File: src/rtl/matmul_pkg.sv
// Shared definitions for the matrix-multiply sequencing controller:
// controller state encoding, default geometry and a width helper.
package matmul_pkg;

    // Default matrix dimension (number of A FIFOs / MACs)
    localparam int unsigned MATMUL_COLS       = 8;
    // Default element width in bits
    localparam int unsigned MATMUL_DATA_WIDTH = 8;

    typedef enum logic [1:0] {
        ST_IDLE    = 2'd0,
        ST_FILL    = 2'd1,
        ST_COMPUTE = 2'd2,
        ST_DONE    = 2'd3
    } matseq_state_t;

    // $clog2 clamped to at least one bit so degenerate sizes still give legal vectors
    function automatic int unsigned clog2_min1(input int unsigned value);
        int unsigned w;
        w = $clog2(value);
        return (w == 0) ? 1 : w;
    endfunction

endpackage

File: src/rtl/matmul_seq_ctrl_skew_gen.sv
// Diagonal read-skew generator: from the compute cycle counter, raises
// rdreq_a[i] for counter values i..i+COLS-1 and rdreq_b for 0..COLS-1,
// so each MAC column starts one cycle after its left neighbour.
module skew_gen #(
    parameter int unsigned COLS  = 8,
    parameter int unsigned CNT_W = 4
) (
    input  logic             i_active,
    input  logic [CNT_W-1:0] i_cnt,
    output logic [COLS-1:0]  o_rdreq_a,
    output logic             o_rdreq_b
);

    // Window decode per A FIFO plus the shared B read window
    always_comb begin
        o_rdreq_a = '0;
        o_rdreq_b = i_active && (i_cnt < CNT_W'(COLS));
        for (int unsigned i = 0; i < COLS; i++) begin
            o_rdreq_a[i] = i_active
                        && (i_cnt >= CNT_W'(i))
                        && (i_cnt <  CNT_W'(i + COLS));
        end
    end

endmodule

File: src/rtl/matmul_seq_ctrl.sv
// Matrix-multiply sequencing controller. Loads COLS*COLS A elements
// (row-major, one A FIFO per row) followed by COLS B elements from a
// valid/ready stream into FIFOs, then drains them with a diagonal skew
// into COLS MACs and pulses done.
// Optional build macro: MATSEQ_EMPTY_CHECK_EN -- flags reads from an empty
// FIFO with a sticky err and aborts the job back to IDLE without done.
module matmul_seq_ctrl
    import matmul_pkg::*;
#(
    parameter int unsigned COLS       = MATMUL_COLS,
    parameter int unsigned DATA_WIDTH = MATMUL_DATA_WIDTH
) (
    input  logic                  clk,
    input  logic                  rst,
    input  logic                  start,
    input  logic                  ld_valid,
    input  logic [DATA_WIDTH-1:0] ld_data,
    output logic                  ld_ready,
    output logic [DATA_WIDTH-1:0] fifo_data,
    output logic [COLS-1:0]       wrreq_a,
    output logic                  wrreq_b,
    input  logic [COLS-1:0]       wrfull_a,
    input  logic                  wrfull_b,
    output logic [COLS-1:0]       rdreq_a,
    output logic                  rdreq_b,
    input  logic [COLS-1:0]       rdempty_a,
    input  logic                  rdempty_b,
    output logic [COLS-1:0]       mac_en,
    output logic                  mac_clr,
    output logic                  busy,
    output logic                  done,
    output logic                  err
);

    localparam int unsigned LD_BEATS = COLS * COLS + COLS;
    localparam int unsigned LD_W     = clog2_min1(LD_BEATS + 1);
    localparam int unsigned CMP_LAST = 2 * COLS - 2;
    localparam int unsigned CMP_W    = clog2_min1(2 * COLS);
    localparam int unsigned ROW_W    = clog2_min1(COLS + 1);
    localparam int unsigned COL_W    = clog2_min1(COLS);

    matseq_state_t r_state;
    matseq_state_t w_state_nxt;

    logic [LD_W-1:0]  r_ld_cnt;
    // Row index COLS selects the B FIFO; row/col shadow the beat count so
    // no divider is needed to find the target FIFO.
    logic [ROW_W-1:0] r_ld_row;
    logic [COL_W-1:0] r_ld_col;
    logic [CMP_W-1:0] r_cmp_cnt;
    logic [COLS-1:0]  r_mac_en;

    logic             w_is_b;
    logic             w_tgt_full;
    logic             w_ld_ready;
    logic             w_accept;
    logic             w_ld_last;
    logic             w_cmp_last;
    logic             w_compute;
    logic [COLS-1:0]  w_rdreq_a;
    logic             w_rdreq_b;
    logic             w_empty_hit;

    assign w_is_b     = (r_ld_row == ROW_W'(COLS));
    assign w_ld_last  = (r_ld_cnt == LD_W'(LD_BEATS - 1));
    assign w_cmp_last = (r_cmp_cnt == CMP_W'(CMP_LAST));
    assign w_compute  = (r_state == ST_COMPUTE);

    // Target-FIFO full select, load handshake and write-request routing
    always_comb begin
        w_tgt_full = wrfull_b;
        for (int unsigned i = 0; i < COLS; i++) begin
            if (r_ld_row == ROW_W'(i)) begin
                w_tgt_full = wrfull_a[i];
            end
        end
        w_ld_ready = (r_state == ST_FILL) && !w_tgt_full;
        w_accept   = ld_valid && w_ld_ready;
        wrreq_a    = '0;
        for (int unsigned i = 0; i < COLS; i++) begin
            wrreq_a[i] = w_accept && (r_ld_row == ROW_W'(i));
        end
        wrreq_b    = w_accept && w_is_b;
    end

    skew_gen #(
        .COLS  (COLS),
        .CNT_W (CMP_W)
    ) u_skew_gen (
        .i_active  (w_compute),
        .i_cnt     (r_cmp_cnt),
        .o_rdreq_a (w_rdreq_a),
        .o_rdreq_b (w_rdreq_b)
    );

`ifdef MATSEQ_EMPTY_CHECK_EN
    logic r_err;

    assign w_empty_hit = (|(w_rdreq_a & rdempty_a)) || (w_rdreq_b && rdempty_b);

    // Sticky empty-read error, cleared only by reset
    always_ff @(posedge clk) begin
        if (rst) begin
            r_err <= 1'b0;
        end else if (w_empty_hit) begin
            r_err <= 1'b1;
        end
    end

    assign err = r_err;
`else
    logic w_unused_empty;

    assign w_unused_empty = ^{rdempty_a, rdempty_b};
    assign w_empty_hit    = 1'b0;
    assign err            = 1'b0;
`endif

    // State register
    always_ff @(posedge clk) begin
        if (rst) begin
            r_state <= ST_IDLE;
        end else begin
            r_state <= w_state_nxt;
        end
    end

    // Next-state and one-cycle control pulses
    always_comb begin
        w_state_nxt = r_state;
        mac_clr     = 1'b0;
        done        = 1'b0;
        case (r_state)
            ST_IDLE: begin
                if (start) begin
                    w_state_nxt = ST_FILL;
                    mac_clr     = 1'b1;
                end
            end
            ST_FILL: begin
                if (w_accept && w_ld_last) begin
                    w_state_nxt = ST_COMPUTE;
                end
            end
            ST_COMPUTE: begin
                if (w_empty_hit) begin
                    w_state_nxt = ST_IDLE;
                end else if (w_cmp_last) begin
                    w_state_nxt = ST_DONE;
                end
            end
            ST_DONE: begin
                done        = 1'b1;
                w_state_nxt = ST_IDLE;
            end
            default: begin
                w_state_nxt = ST_IDLE;
            end
        endcase
    end

    // Load beat counter with row/column routing indices; held while stalled
    always_ff @(posedge clk) begin
        if (rst || (r_state != ST_FILL)) begin
            r_ld_cnt <= '0;
            r_ld_row <= '0;
            r_ld_col <= '0;
        end else if (w_accept) begin
            r_ld_cnt <= r_ld_cnt + LD_W'(1);
            if (r_ld_col == COL_W'(COLS - 1)) begin
                r_ld_col <= '0;
                r_ld_row <= r_ld_row + ROW_W'(1);
            end else begin
                r_ld_col <= r_ld_col + COL_W'(1);
            end
        end
    end

    // Compute cycle counter; only runs while COMPUTE persists
    always_ff @(posedge clk) begin
        if (rst || !(w_compute && (w_state_nxt == ST_COMPUTE))) begin
            r_cmp_cnt <= '0;
        end else begin
            r_cmp_cnt <= r_cmp_cnt + CMP_W'(1);
        end
    end

    // MAC enable follows the A read by one cycle to match FIFO read latency
    always_ff @(posedge clk) begin
        if (rst || w_empty_hit) begin
            r_mac_en <= '0;
        end else begin
            r_mac_en <= w_rdreq_a;
        end
    end

    assign ld_ready  = w_ld_ready;
    assign fifo_data = ld_data;
    assign rdreq_a   = w_rdreq_a;
    assign rdreq_b   = w_rdreq_b;
    assign mac_en    = r_mac_en;
    assign busy      = (r_state != ST_IDLE);

endmodule
File: config.mk
export PLATFORM = sky130hd
export DESIGN_NAME = matmul_seq_ctrl
export DESIGN_NICKNAME = d
export VERILOG_FILES = /design/src/rtl/matmul_pkg.sv /design/src/rtl/matmul_seq_ctrl_skew_gen.sv /design/src/rtl/matmul_seq_ctrl.sv
export SDC_FILE = /design/constraint.sdc
export NUM_CORES = 1
export LEC_CHECK = 0
export CORE_ASPECT_RATIO = 0.5
export CORE_MARGIN = 4
export CORE_UTILIZATION = 41
export DETAILED_ROUTE_END_ITERATION = 10
export HOLD_SLACK_MARGIN = 0.02
export PLACE_DENSITY_LB_ADDON = 0.25
export SKIP_CTS_REPAIR_TIMING = 1
export SLEW_MARGIN = 5
export SYNTH_ARGS = -nofsm -noshare
export SYNTH_HDL_FRONTEND = slang
export SYNTH_SLANG_ARGS = --single-unit
File: constraint.sdc
create_clock -name clk -period 2.3 [get_ports clk]
set_clock_uncertainty 0.15 [all_clocks]
set_input_delay 0.23 -clock clk [delete_from_list [all_inputs] [get_ports clk]]
set_output_delay 0.23 -clock clk [all_outputs]
set_load 0.03 [all_outputs]
Word-level counts from Yosys, hierarchy flattened
Index checks and enable logic that the tools add are counted.
W data, S select, Z words.
{"block": "totals", "register_bits": 28, "out_inout_bits": 39, "ram_bits": 0, "latchBits": 0, "input_bits": 30, "mem_count": 0, "rom_bits": 0}
{"block": "classes", "n_reduce_logical": 38, "n_bitwise": 0, "shift": 0, "n_eq_ne": 16, "n_mux": 16, "mul": 0, "div": 0, "n_addsub": 4, "order_cmp": 16}
{"operator": "$lt A4 B4 Y1 const B", "n": 8}
{"operator": "$logic_and A1 B1 Y1", "n": 30}
{"operator": "$eq A4 B3 Y1 const B", "n": 4}
{"operator": "$ge A4 B3 Y1 const B", "n": 4}
{"operator": "$mux W1", "n": 11}
{"operator": "$add A4 B1 Y4 const B", "n": 2}
{"operator": "$eq A4 B2 Y1 const B", "n": 2}
{"operator": "$eq A4 B4 Y1 const B", "n": 2}
{"operator": "$ge A4 B1 Y1 const B", "n": 2}
{"operator": "$ge A4 B2 Y1 const B", "n": 2}
{"operator": "$pmux W2 S4", "n": 1}
{"operator": "$add A7 B1 Y7 const B", "n": 1}
{"operator": "$eq A7 B7 Y1 const B", "n": 1}
{"operator": "$eq A2 B2 Y1 const B", "n": 3}
{"operator": "$mux W2", "n": 3}
{"operator": "$eq A4 B1 Y1 const B", "n": 1}
{"operator": "$logic_not A4 Y1", "n": 1}
{"operator": "$add A3 B1 Y3 const B", "n": 1}
{"operator": "$eq A3 B3 Y1 const B", "n": 1}
{"operator": "$mux W3", "n": 1}
{"operator": "$eq A2 B1 Y1 const B", "n": 1}
{"operator": "$logic_not A1 Y1", "n": 2}
{"operator": "$logic_not A2 Y1", "n": 1}
{"operator": "$logic_or A1 B1 Y1", "n": 2}
{"operator": "other kinds (3)", "n": 3}

Longest topological paths before layout
Gate-level depths: netlist of the first run.
{"block": "logic_depth", "ltp_word": 19, "mapped_depth": 9, "ltp_nobuf": 7}

Cells and area by module
From an unflattened synthesis of the first run, not the netlist that was laid out.
{"block": "unflattened", "hier_cells": 207, "area_unflattened_um2": 1715.4}
{"mod": "matmul_seq_ctrl", "cells_each": 186, "area_per_inst_um2": 1565.3, "n_inst": 1}
{"mod": "skew_gen", "cells_each": 21, "area_per_inst_um2": 150.1, "n_inst": 1}

Least setup slack after synthesis of the first run
Ideal clock, no wire load.
{"block": "synth_timing", "kind": "flip-flop to output port", "from": "register r_ld_row[0]", "to": "output wrreq_a[0]", "t_arrival_ns": 2.372, "stages_incl_launch_ff": 10, "path_slack_ns": -0.452, "cell_sequence": "dfxtp_1 > inv_1 > ha_1 > a21oi_1 > a31o_2 > clkbuf_1 > nand3_1 > a2bb2oi_4 > buf_6 > nor3_1"}
{"block": "synth_between", "elab_chain_len": 13, "word_cells_on_any_way": 20}
{"element": "from (decl)", "line": "matmul_seq_ctrl.sv:48", "text": "logic [ROW_W-1:0] r_ld_row;"}
{"element": "from (signal assigned)", "line": "matmul_seq_ctrl.sv:172", "text": "r_ld_row <= r_ld_row + ROW_W'(1);"}
{"element": "$logic_not A4 Y1", "line": "matmul_seq_ctrl.sv:73, matmul_seq_ctrl.sv:81"}
{"element": "$mux W1 (8 in series)", "line": "matmul_seq_ctrl.sv:73", "text": "if (r_ld_row == ROW_W'(i)) begin"}
{"element": "$logic_not A1 Y1", "line": "matmul_seq_ctrl.sv:77", "text": "w_ld_ready = (r_state == ST_FILL) && !w_tgt_full;"}
{"element": "$logic_and A1 B1 Y1", "line": "matmul_seq_ctrl.sv:77"}
{"element": "$logic_and A1 B1 Y1", "line": "matmul_seq_ctrl.sv:78", "text": "w_accept = ld_valid && w_ld_ready;"}
{"element": "$logic_and A1 B1 Y1 *", "line": "matmul_seq_ctrl.sv:81", "text": "wrreq_a[i] = w_accept && (r_ld_row == ROW_W'(i));"}
{"element": "to (decl)", "line": "matmul_seq_ctrl.sv:20", "text": "output logic [COLS-1:0] wrreq_a,"}
Every way passes the cells marked *; elsewhere a longest branch is shown, timed or not.

Worst setup path after layout of the first run
{"block": "layout_timing", "from": "register r_ld_row[0]", "to": "output wrreq_a[7]"}
{"block": "layout_between", "elab_chain_len": 13, "word_cells_on_any_way": 20}
{"element": "$logic_not A4 Y1", "line": "matmul_seq_ctrl.sv:73"}
{"element": "$mux W1 (8 in series)", "line": "matmul_seq_ctrl.sv:73"}
{"element": "$logic_not A1 Y1", "line": "matmul_seq_ctrl.sv:77"}
{"element": "$logic_and A1 B1 Y1", "line": "matmul_seq_ctrl.sv:77"}
{"element": "$logic_and A1 B1 Y1", "line": "matmul_seq_ctrl.sv:78"}
{"element": "$logic_and A1 B1 Y1 *", "line": "matmul_seq_ctrl.sv:81"}
Marks and branches as above.

==> flow_metrics.py, run 1 <==
metrics = {
    "synthesis": {
        "synthesis.area_um2": 1900,
        "ys_top_cells_by_count": "nand2_1, dfxtp_1, nor3_1",
        "syn_inst": 237,
        "ys.flop_type": "dfxtp_1",
        "avgSynthCellArea_um2": 8.04,
        "yosysMostFrequentCell": "nand2_1",
        "synthTopCellsByArea": "dfxtp_1, mux2i_1, ha_1, nand2_1, nor3_1",
        "yosysWarnings": 0,
        "ys_ff_latch": 28,
        "synth_edf_count": 0,
        "yosysTopAreaCell": "dfxtp_1",
        "ys_seq_area_share_pct": 29.4,
        "postSynth.asyncResetShare_pct": 0,
        "synth_top_area_share_pct": 29.4,
        "syn_nets": 277,
        "synthDistinctLibCells": 47,
    },
    "final_layout": {
        "n_antenna_cell": 0,
        "drive_gt1_share_pct": 22.6,
        "layout.nets": 324,
        "area_growth_pct": 43.6,
        "fin_area_um2": 2740,
    },
    "worst_setup_path": {
        "start_kind": "flop",
        "rrSetupSlack_ns": 0,
        "cp.required_ns": 1.92,
        "end_kind": "output port",
        "crit_type": "flop to output port",
        "critPathArrivalTime_ns": 2.23,
        "slowest_stage": "dfxtp_4",
        "path_max_fanout": 8,
        "worstPathCellList": "clkinvlp_4, ha_4, nand3b_1, a41oi_2, o21a_1, a2bb2oi_4, clkbuf_16, nor3_4, buf_6",
        "crit_path_max_incr_delay_ns": 0.39,
    },
    "place": {
        "pre_cts_ws_ns": -0.0512,
        "io_buffer_count": 42,
        "gp_congestion": 0.844,
        "dp_hpwl_um": 3570,
        "placed_area_um2": 2480,
    },
    "timing": {
        "finalWorstSetupSlack_ns": -0.307,
        "rsz0062_at_grt": "true",
        "setup_viol": 10,
        "max_freq_ghz": 0.384,
        "min_period_ns": 2.61,
        "whs_ns": 0.310,
        "final_hold_viol_count": 0,
        "maxSlewViolCount": 0,
        "fin_crit_sh_pct": 113,
    },
    "power_and_ir_drop": {
        "ir_drop_v": 0.000238,
        "switching_power_uw": 317,
        "swShare_pct": 27.4,
        "seq_power_share_pct": 43.1,
        "power_leakage_uw": 0.00120,
        "p_int_uw": 839,
        "pwr-share-comb_pct": 22.5,
        "p_clk_share_pct": 34.4,
        "cellPowerDensity_nw_per_um2": 423,
    },
    "cts": {
        "cts_buffers": 3,
        "clock_path_buffers": 2,
        "cts_sinks": 28,
        "cts_root_buf": "clkbuf_8",
        "insertion_delay_ns": 0.28,
        "cts_tree": "built",
        "htreeDepth": 1,
        "path_clk_slew_ns": 0.10,
    },
    "floorplan": {
        "fp.coreArea_um2": 4450,
        "fp.dieW_um": 104,
        "initial_core_util_pct": 42.8,
        "rows": 17,
        "ios": 69,
        "dieArea_um2": 5870,
        "die_y_um": 56.2,
    },
    "route": {
        "ant_nets": 0,
        "wire_per_inst_um": 14.7,
        "routed_wl_um": 4990,
        "drc": 0,
        "vias": 1846,
        "drtPass1Iterations": 4,
        "drt_iter0_drc": 78,
        "via_per_inst": 5.43,
    },
    "worst_hold_path": {
        "hold_path.class": "primary input to output port",
    },
    "grt": {
        "grt_max_degree": 22,
        "antenna_found_initial": 0,
        "grt_use_total_pct": 16.3,
        "overflow": 0,
        "grt_pass1_wl_um": 8020,
        "first_global_vias": 1785,
    },
    "run": {
        "max_cap_violations": 0,
    },
    "status": {
        "violations": "setup timing",
        "status": "complete, but fails checks",
    },
}
[worst max-delay path: cells and delay by family, from the launching register on]
family | cells | cell delay (ns)
AND/OR/NAND/NOR | 2 | 0.21
flip-flops | 1 | 0.39
buffers and inverters | 3 | 0.47
AO/OA/AOI/OAI | 3 | 0.66
adder cells (fa/ha/maj) | 1 | 0.22
[flip-flops by register name, indices dropped and copies added (netlist names)]
name and count:
r_cmp_cnt 4, r_ld_cnt 7, mac_en 8, r_ld_col 3
r_state 2, r_ld_row 4
[cell usage in the layout, fill, tap and decap left out, types with 2 or more instances in the layout]
| cell | count |
|---|---|
| a21oi_1 | 4 |
| and2_1 | 4 |
| and3_1 | 4 |
| buf_4 | 22 |
| buf_6 | 10 |
| clkbuf_8 | 3 |
| clkdlybuf4s50_1 | 23 |
| dfxtp_1 | 25 |
| dfxtp_4 | 2 |
| dlymetal6s2s_1 | 9 |
| ha_1 | 6 |
| ha_4 | 3 |
| inv_1 | 8 |
| mux2i_1 | 13 |
| nand2_1 | 31 |
| nand2b_1 | 8 |
| nand3_1 | 10 |
| nand4_1 | 4 |
| nor2_1 | 11 |
| nor2b_1 | 4 |
| nor3_1 | 14 |
| nor3_4 | 9 |
| nor4_1 | 2 |
| o21a_1 | 4 |
| o21ai_0 | 2 |
| o22ai_1 | 3 |
| o2bb2ai_1 | 2 |
| or3_1 | 9 |
| xnor2_1 | 2 |
| xor2_1 | 2 |
[metal layers]
layer | wire length [um] | GRT usage (%) | up-vias
li1 | - | - | 910
met1 | 2220 | 19.3 | 887
met2 | 2510 | 29.9 | 43
met3 | 229 | 3.94 | 6
met4 | 34 | 3.79 | 0
met5 | 0 | 0 | -
[stage by stage]
stage / power, uW / setup TNS (ns) / std cells / utilization (%)
after floorplan: 699 / 0 / 237 / -
after global placement: 750 / -0.00128 / 331 / 55.8
after detailed placement: 754 / -0.386 / 331 / 55.8
after CTS: 1150 / -4.42 / 335 / 57.4
after global routing: 1200 / -4.01 / 340 / 61.5
final: 1160 / -2.83 / 340 / 61.5
[cells by family (layout without fill, tap and decap cells)]
logic type	after synthesis	count (layout)	synth area share, %
AND/OR/NAND/NOR	119	119	32.5
buffers and inverters	34	80	9.92
flip-flops	28	28	29.4
AO/OA/AOI/OAI	27	27	12.2
multiplexers	14	14	7.36
adder cells (fa/ha/maj)	10	10	6.57
XOR/XNOR	4	4	1.84
other	1	1	0.197
[layout make-up]
type | count | area [um2]
multi-input combinational | 175 | 1320
tap | 57 | 71.3
clock inverter | 1 | 30.0
fill | 375 | 1710
sequential | 28 | 569
inverter | 10 | 41.3
clock buffer | 3 | 41.3
timing repair buffer | 66 | 666
[worst paths after layout]
path                                                 end  depth (start not counted)                     start
worst min register to register  r_ld_cnt[6]$_SDFFE_PP0N_                          2  r_ld_cnt[6]$_SDFFE_PP0N_
worst min-delay path                        fifo_data[1]                          0                ld_data[1]
worst max register to register  r_ld_row[3]$_SDFFE_PP0P_                          9  r_ld_row[1]$_SDFFE_PP0P_
worst max-delay path                          wrreq_a[7]                          9  r_ld_row[0]$_SDFFE_PP0P_
[power groups by stage]
stage / Clock (uW) / Sequential [uW] / Combinational, uW
after floorplan: 0 / 509 / 190
after global placement: 0 / 511 / 239
after detailed placement: 0 / 511 / 243
after CTS: 403 / 500 / 245
after global routing: 423 / 499 / 280
final: 398 / 498 / 260
Note: power is estimated with default switching activity, not from simulation.
==> inputs of run 2 (changes only) <==
--- a/config.mk
+++ b/config.mk
@@ -7,7 +7,7 @@
 export LEC_CHECK = 0
 export CORE_ASPECT_RATIO = 0.5
 export CORE_MARGIN = 4
-export CORE_UTILIZATION = 41
+export CORE_UTILIZATION = 40
 export DETAILED_ROUTE_END_ITERATION = 10
 export HOLD_SLACK_MARGIN = 0.02
 export PLACE_DENSITY_LB_ADDON = 0.25
==> constraint.sdc (replaced) <==
create_clock -name clk -period 3.1 [get_ports clk]
set_clock_uncertainty 0.15 [all_clocks]
set_input_delay 0.31 -clock clk [delete_from_list [all_inputs] [get_ports clk]]
set_output_delay 0.31 -clock clk [all_outputs]
set_load 0.03 [all_outputs]
==> flow_metrics.py, run 2 (same netlist as run 1, synthesis figures left out) <==
metrics = {
    "worst_setup_path": {
        "slowest_stage": "dfxtp_1",
        "critPathArrivalTime_ns": 2.41,
        "r2r-end": "r_ld_cnt[1]$_SDFFE_PP0N_",
        "worstPathCellList": "inv_1, ha_1, o311a_1, nor2_1, a2bb2oi_4, nor3_2, dlymetal6s2s_1",
        "rrSetupSlack_ns": 0.67,
        "r2r_start": "r_ld_row[0]$_SDFFE_PP0P_",
        "path_max_fanout": 10,
        "cp.required_ns": 2.64,
        "worstSetupStartpoint": "r_ld_row[0]$_SDFFE_PP0P_",
        "reg2reg_depth": 8,
        "start_kind": "flop",
        "crit_end": "wrreq_b",
        "crit_type": "flop to output port",
        "crit_path_max_incr_delay_ns": 0.43,
        "end_kind": "output port",
    },
    "run": {
        "max_cap_violations": 0,
    },
    "grt": {
        "grt_use_total_pct": 15.0,
        "met1_usage_pct": 19.4,
        "overflow": 0,
        "first_global_vias": 1583,
        "grt_pass1_wl_um": 7510,
        "met2_usage_pct": 25.6,
        "use_met3_pct": 4.25,
        "grt_max_degree": 22,
        "antenna_found_initial": 0,
        "busiest_layer": "met2",
    },
    "cts": {
        "path_clk_slew_ns": 0.10,
        "insertion_delay_ns": 0.28,
        "cts_tree": "built",
        "clock_path_buffers": 2,
        "htreeDepth": 1,
        "cts_sinks": 28,
        "cts_root_buf": "clkbuf_8",
        "cts_buffers": 3,
    },
    "floorplan": {
        "rows": 17,
        "initial_core_util_pct": 42.4,
        "fp.coreArea_um2": 4490,
        "die_y_um": 56.8,
        "ios": 69,
        "fp.dieW_um": 106,
        "dieArea_um2": 6000,
    },
    "route": {
        "drc": 0,
        "drt_iter0_drc": 72,
        "ant_nets": 0,
        "drtPass1Iterations": 4,
        "vias": 1684,
        "via_per_inst": 5.04,
        "wire_per_inst_um": 13.3,
        "routed_wl_um": 4440,
    },
    "final_layout": {
        "drive_gt1_share_pct": 7.09,
        "area_growth_pct": 27.1,
        "final_common_cell": "clkdlybuf4s50_1",
        "n_antenna_cell": 0,
        "largest_register_ffs": 8,
        "layout.nets": 309,
        "final_cell_mix": "clkdlybuf4s50_1, nand2_1, dfxtp_1",
        "fin_area_um2": 2420,
        "fill_cells": 419,
    },
    "status": {
        "status": "finished clean",
    },
    "timing": {
        "rsz0062_at_grt": "false",
        "min_period_ns": 2.87,
        "max_freq_ghz": 0.349,
        "final_hold_viol_count": 0,
        "finalSetupTns_ns": 0,
        "fin_crit_sh_pct": 92.6,
        "worst_slew_pin_slew_ns": 0.647,
        "setup_viol": 0,
        "maxSlewViolCount": 0,
        "slew_headroom_pct": 56.7,
    },
    "power_and_ir_drop": {
        "ir_drop_v": 0.000145,
        "cellPowerDensity_nw_per_um2": 343,
        "power_leakage_uw": 0.00105,
    },
    "place": {
        "dp_hpwl_um": 3320,
        "placed_area_um2": 2320,
        "io_buffer_count": 42,
        "gp_congestion": 0.876,
    },
    "worst_hold_path": {
        "hp-start": "r_ld_cnt[6]$_SDFFE_PP0N_",
        "hold_path.class": "flop to flop",
    },
}
run 2: cell types whose count changed in the layout (fill, tap and decap cells not counted), sizes merged:
cell / delta
dlymetal6s2s: +1
clkdlybuf4s50: +9
clkbuf: -1
clkinvlp: -1
inv: +1
buf: -24
run 2: report_power, final:
part | total [uW] | internal [uW] | switching [uW] | leakage [uW]
clock network | 288 | 173 | 115 | 0.0000357
logic | 170 | 71.9 | 98.1 | 0.000787
registers | 371 | 365 | 5.91 | 0.000226
total | 829 | 610 | 219 | 0.00105
run 2: worst min path at each step:
stage | endpoint | cells past startpoint
floorplan | r_ld_cnt[6]$_SDFFE_PP0N_ | 2
global placement | r_ld_col[1]$_SDFFE_PP0N_ | 2
detailed placement | r_ld_cnt[6]$_SDFFE_PP0N_ | 2
CTS | r_ld_cnt[6]$_SDFFE_PP0N_ | 2
global route | r_ld_col[1]$_SDFFE_PP0N_ | 2
finish | r_ld_cnt[6]$_SDFFE_PP0N_ | 2
run 2: critical path, delay by kind of cell, from the launching register on:
kind            cells  cell delay (ns)
buf+inv             2             0.42
fa+ha+maj           1             0.29
flops               1             0.43
compound gates      2             0.56
simple gates        2             0.43
run 2: area by class of cell:
| class | instances | area (um2) | area share, % |
|---|---|---|---|
| Sequential cell | 28 | 561 | 23.2 |
| Tap cell | 66 | 82.6 | 3.41 |
| Clock buffer | 3 | 41.3 | 1.71 |
| Inverter | 10 | 37.5 | 1.55 |
| Clock inverter | 1 | 30.0 | 1.24 |
| Timing Repair Buffer | 51 | 513 | 21.2 |
| Multi-Input combinational cell | 175 | 1150 | 47.7 |
run 2: stage by stage:
stage / total power, uW / util [%] / setup slack, ns / hold slack, ns / std cells
after global placement: 546 / 51.8 / 0.226 / 0.298 / 330
after detailed placement: 549 / 51.8 / 0.171 / 0.312 / 330
after CTS: 844 / 53.4 / -0.174 / 0.330 / 334
after global routing: 875 / 53.9 / 0.00643 / 0.369 / 334
after floorplan: 509 / - / 0.268 / 0.289 / 237
final: 829 / 53.9 / 0.231 / 0.326 / 334
run 2: layer usage:
| layer | vias to the layer above | share of wire [%] |
|---|---|---|
| li1 | 882 | - |
| met1 | 761 | 47 |
| met2 | 39 | 47 |
| met3 | 2 | 5.9 |
| met4 | 0 | 0.090 |
| met5 | - | 0 |
==> inputs of run 3 (changes only) <==
--- a/config.mk
+++ b/config.mk
@@ -5,13 +5,14 @@
 export SDC_FILE = /design/constraint.sdc
 export NUM_CORES = 1
 export LEC_CHECK = 0
-export CORE_ASPECT_RATIO = 0.5
+export CORE_ASPECT_RATIO = 1.5
 export CORE_MARGIN = 4
 export CORE_UTILIZATION = 40
 export DETAILED_ROUTE_END_ITERATION = 10
 export HOLD_SLACK_MARGIN = 0.02
 export PLACE_DENSITY_LB_ADDON = 0.25
 export SKIP_CTS_REPAIR_TIMING = 1
+export SKIP_LAST_GASP = 1
 export SLEW_MARGIN = 5
 export SYNTH_ARGS = -nofsm -noshare
 export SYNTH_HDL_FRONTEND = slang
==> flow_metrics.py, run 3 (same netlist as run 1, synthesis figures left out) <==
metrics = {
    "floorplan": {
        "die_y_um": 92.5,
        "dieArea_um2": 5950,
        "fp.coreArea_um2": 4580,
        "initial_core_util_pct": 41.6,
        "fp.dieW_um": 64.3,
        "rows": 30,
        "ios": 69,
    },
    "final_layout": {
        "drive_gt1_share_pct": 6.74,
        "area_growth_pct": 25.7,
        "fin_area_um2": 2390,
        "finalNonFillerCells": 331,
        "final_common_cell": "clkdlybuf4s50_1",
        "largest_register_ffs": 8,
        "layout.nets": 308,
        "final_cell_mix": "clkdlybuf4s50_1, nand2_1, dfxtp_1",
        "n_antenna_cell": 0,
        "fin_util_pct": 52.3,
    },
    "route": {
        "via_per_inst": 5.10,
        "ant_nets": 0,
        "vias": 1688,
        "highest_layer": "met4",
        "drc": 0,
        "routed_wl_um": 4480,
        "route.layer.met1.wl_um": 1870,
        "drt_iter0_drc": 47,
        "drtPass1Iterations": 4,
        "wl_met2_um": 2330,
        "wire_per_inst_um": 13.5,
        "dr_wl_met3_um": 206,
    },
    "run": {
        "max_cap_violations": 0,
    },
    "worst_setup_path": {
        "path_max_fanout": 10,
        "path_buf_inv": 2,
        "rrSetupSlack_ns": 0.62,
        "start_kind": "flop",
        "worstPathCellList": "inv_1, ha_1, nand4bb_1, a41oi_1, o21a_1, a2bb2oi_4, nor3_2, dlymetal6s2s_1",
        "cp.required_ns": 2.64,
        "cp_top_family": "compound AO/OA/AOI/OAI gates",
        "critPathArrivalTime_ns": 2.42,
        "crit_type": "flop to output port",
        "crit_path_max_incr_delay_ns": 0.42,
        "slowest_stage": "dfxtp_1",
        "end_kind": "output port",
    },
    "timing": {
        "maxSlewViolCount": 0,
        "final_hold_viol_count": 0,
        "fin_crit_sh_pct": 93.1,
        "finalSetupTns_ns": 0,
        "rsz0062_at_grt": "true",
        "max_freq_ghz": 0.347,
        "whs_ns": 0.318,
        "setup_viol": 0,
        "worst_slew_pin_slew_ns": 0.594,
        "min_period_ns": 2.88,
        "slew_headroom_pct": 60.4,
    },
    "power_and_ir_drop": {
        "power_leakage_uw": 0.00104,
        "ir_drop_v": 0.000290,
        "cellPowerDensity_nw_per_um2": 319,
    },
    "place": {
        "dp.cells": 327,
        "io_buffer_count": 42,
        "dp_hpwl_um": 3390,
        "placed_area_um2": 2310,
        "gp_congestion": 0.794,
    },
    "cts": {
        "cts_buffers": 3,
        "path_clk_slew_ns": 0.09,
        "clock_path_buffers": 2,
        "insertion_delay_ns": 0.27,
        "cts_tree": "built",
        "htreeDepth": 1,
        "cts_sinks": 28,
        "cts_root_buf": "clkbuf_8",
    },
    "status": {
        "status": "finished clean",
    },
    "grt": {
        "grt_use_total_pct": 15.5,
        "overflow": 0,
        "antenna_found_initial": 0,
        "grt_pass1_wl_um": 7520,
        "grt_max_degree": 22,
        "first_global_vias": 1682,
    },
    "worst_hold_path": {
        "hold_path.class": "flop to flop",
    },
}
## run 3: area by class of cell
class	instances	area [um2]
Sequential cell	28	561
Inverter	10	37.5
Multi-Input combinational cell	175	1150
Clock buffer	4	55.1
Timing Repair Buffer	50	505
Tap cell	64	80.1
Fill cell	487	2190
## run 3: metrics by stage
stage | worst slack, ns | total power, uW
final | 0.215 | 763
after global routing | 0.00538 | 802
after CTS | -0.195 | 771
after detailed placement | 0.114 | 549
after global placement | 0.141 | 549
after floorplan | 0.268 | 509
## run 3: per-layer routing
layer,GRT usage [%],vias up
li1,-,878
met1,17.0,760
met2,29.0,44
met3,2.67,6
met4,5.64,0
met5,0,-
## run 3: report_power, final
group          switching (uW)  leakage [uW]  internal, uW
clock                     109     0.0000288           114
sequential               5.87      0.000226           365
combinational            97.6      0.000783          72.4
## run 3: final timing paths
kind                            startpoint                  endpoint  cells after the start
setup / recovery  r_ld_row[0]$_SDFFE_PP0P_                   wrreq_b                      8
hold / removal    r_ld_col[1]$_SDFFE_PP0N_  r_ld_col[1]$_SDFFE_PP0N_                      2
setup reg to reg  r_ld_row[0]$_SDFFE_PP0P_  r_ld_cnt[1]$_SDFFE_PP0N_                      8
hold reg to reg   r_ld_col[1]$_SDFFE_PP0N_  r_ld_col[1]$_SDFFE_PP0N_                      2
## run 3: tightest hold or removal path: cells and delay by family, from the launching register on
kind,cells,cell delay (ns)
flip-flops,1,0.32
AND/OR/NAND/NOR,1,0.05
multiplexers,1,0.05
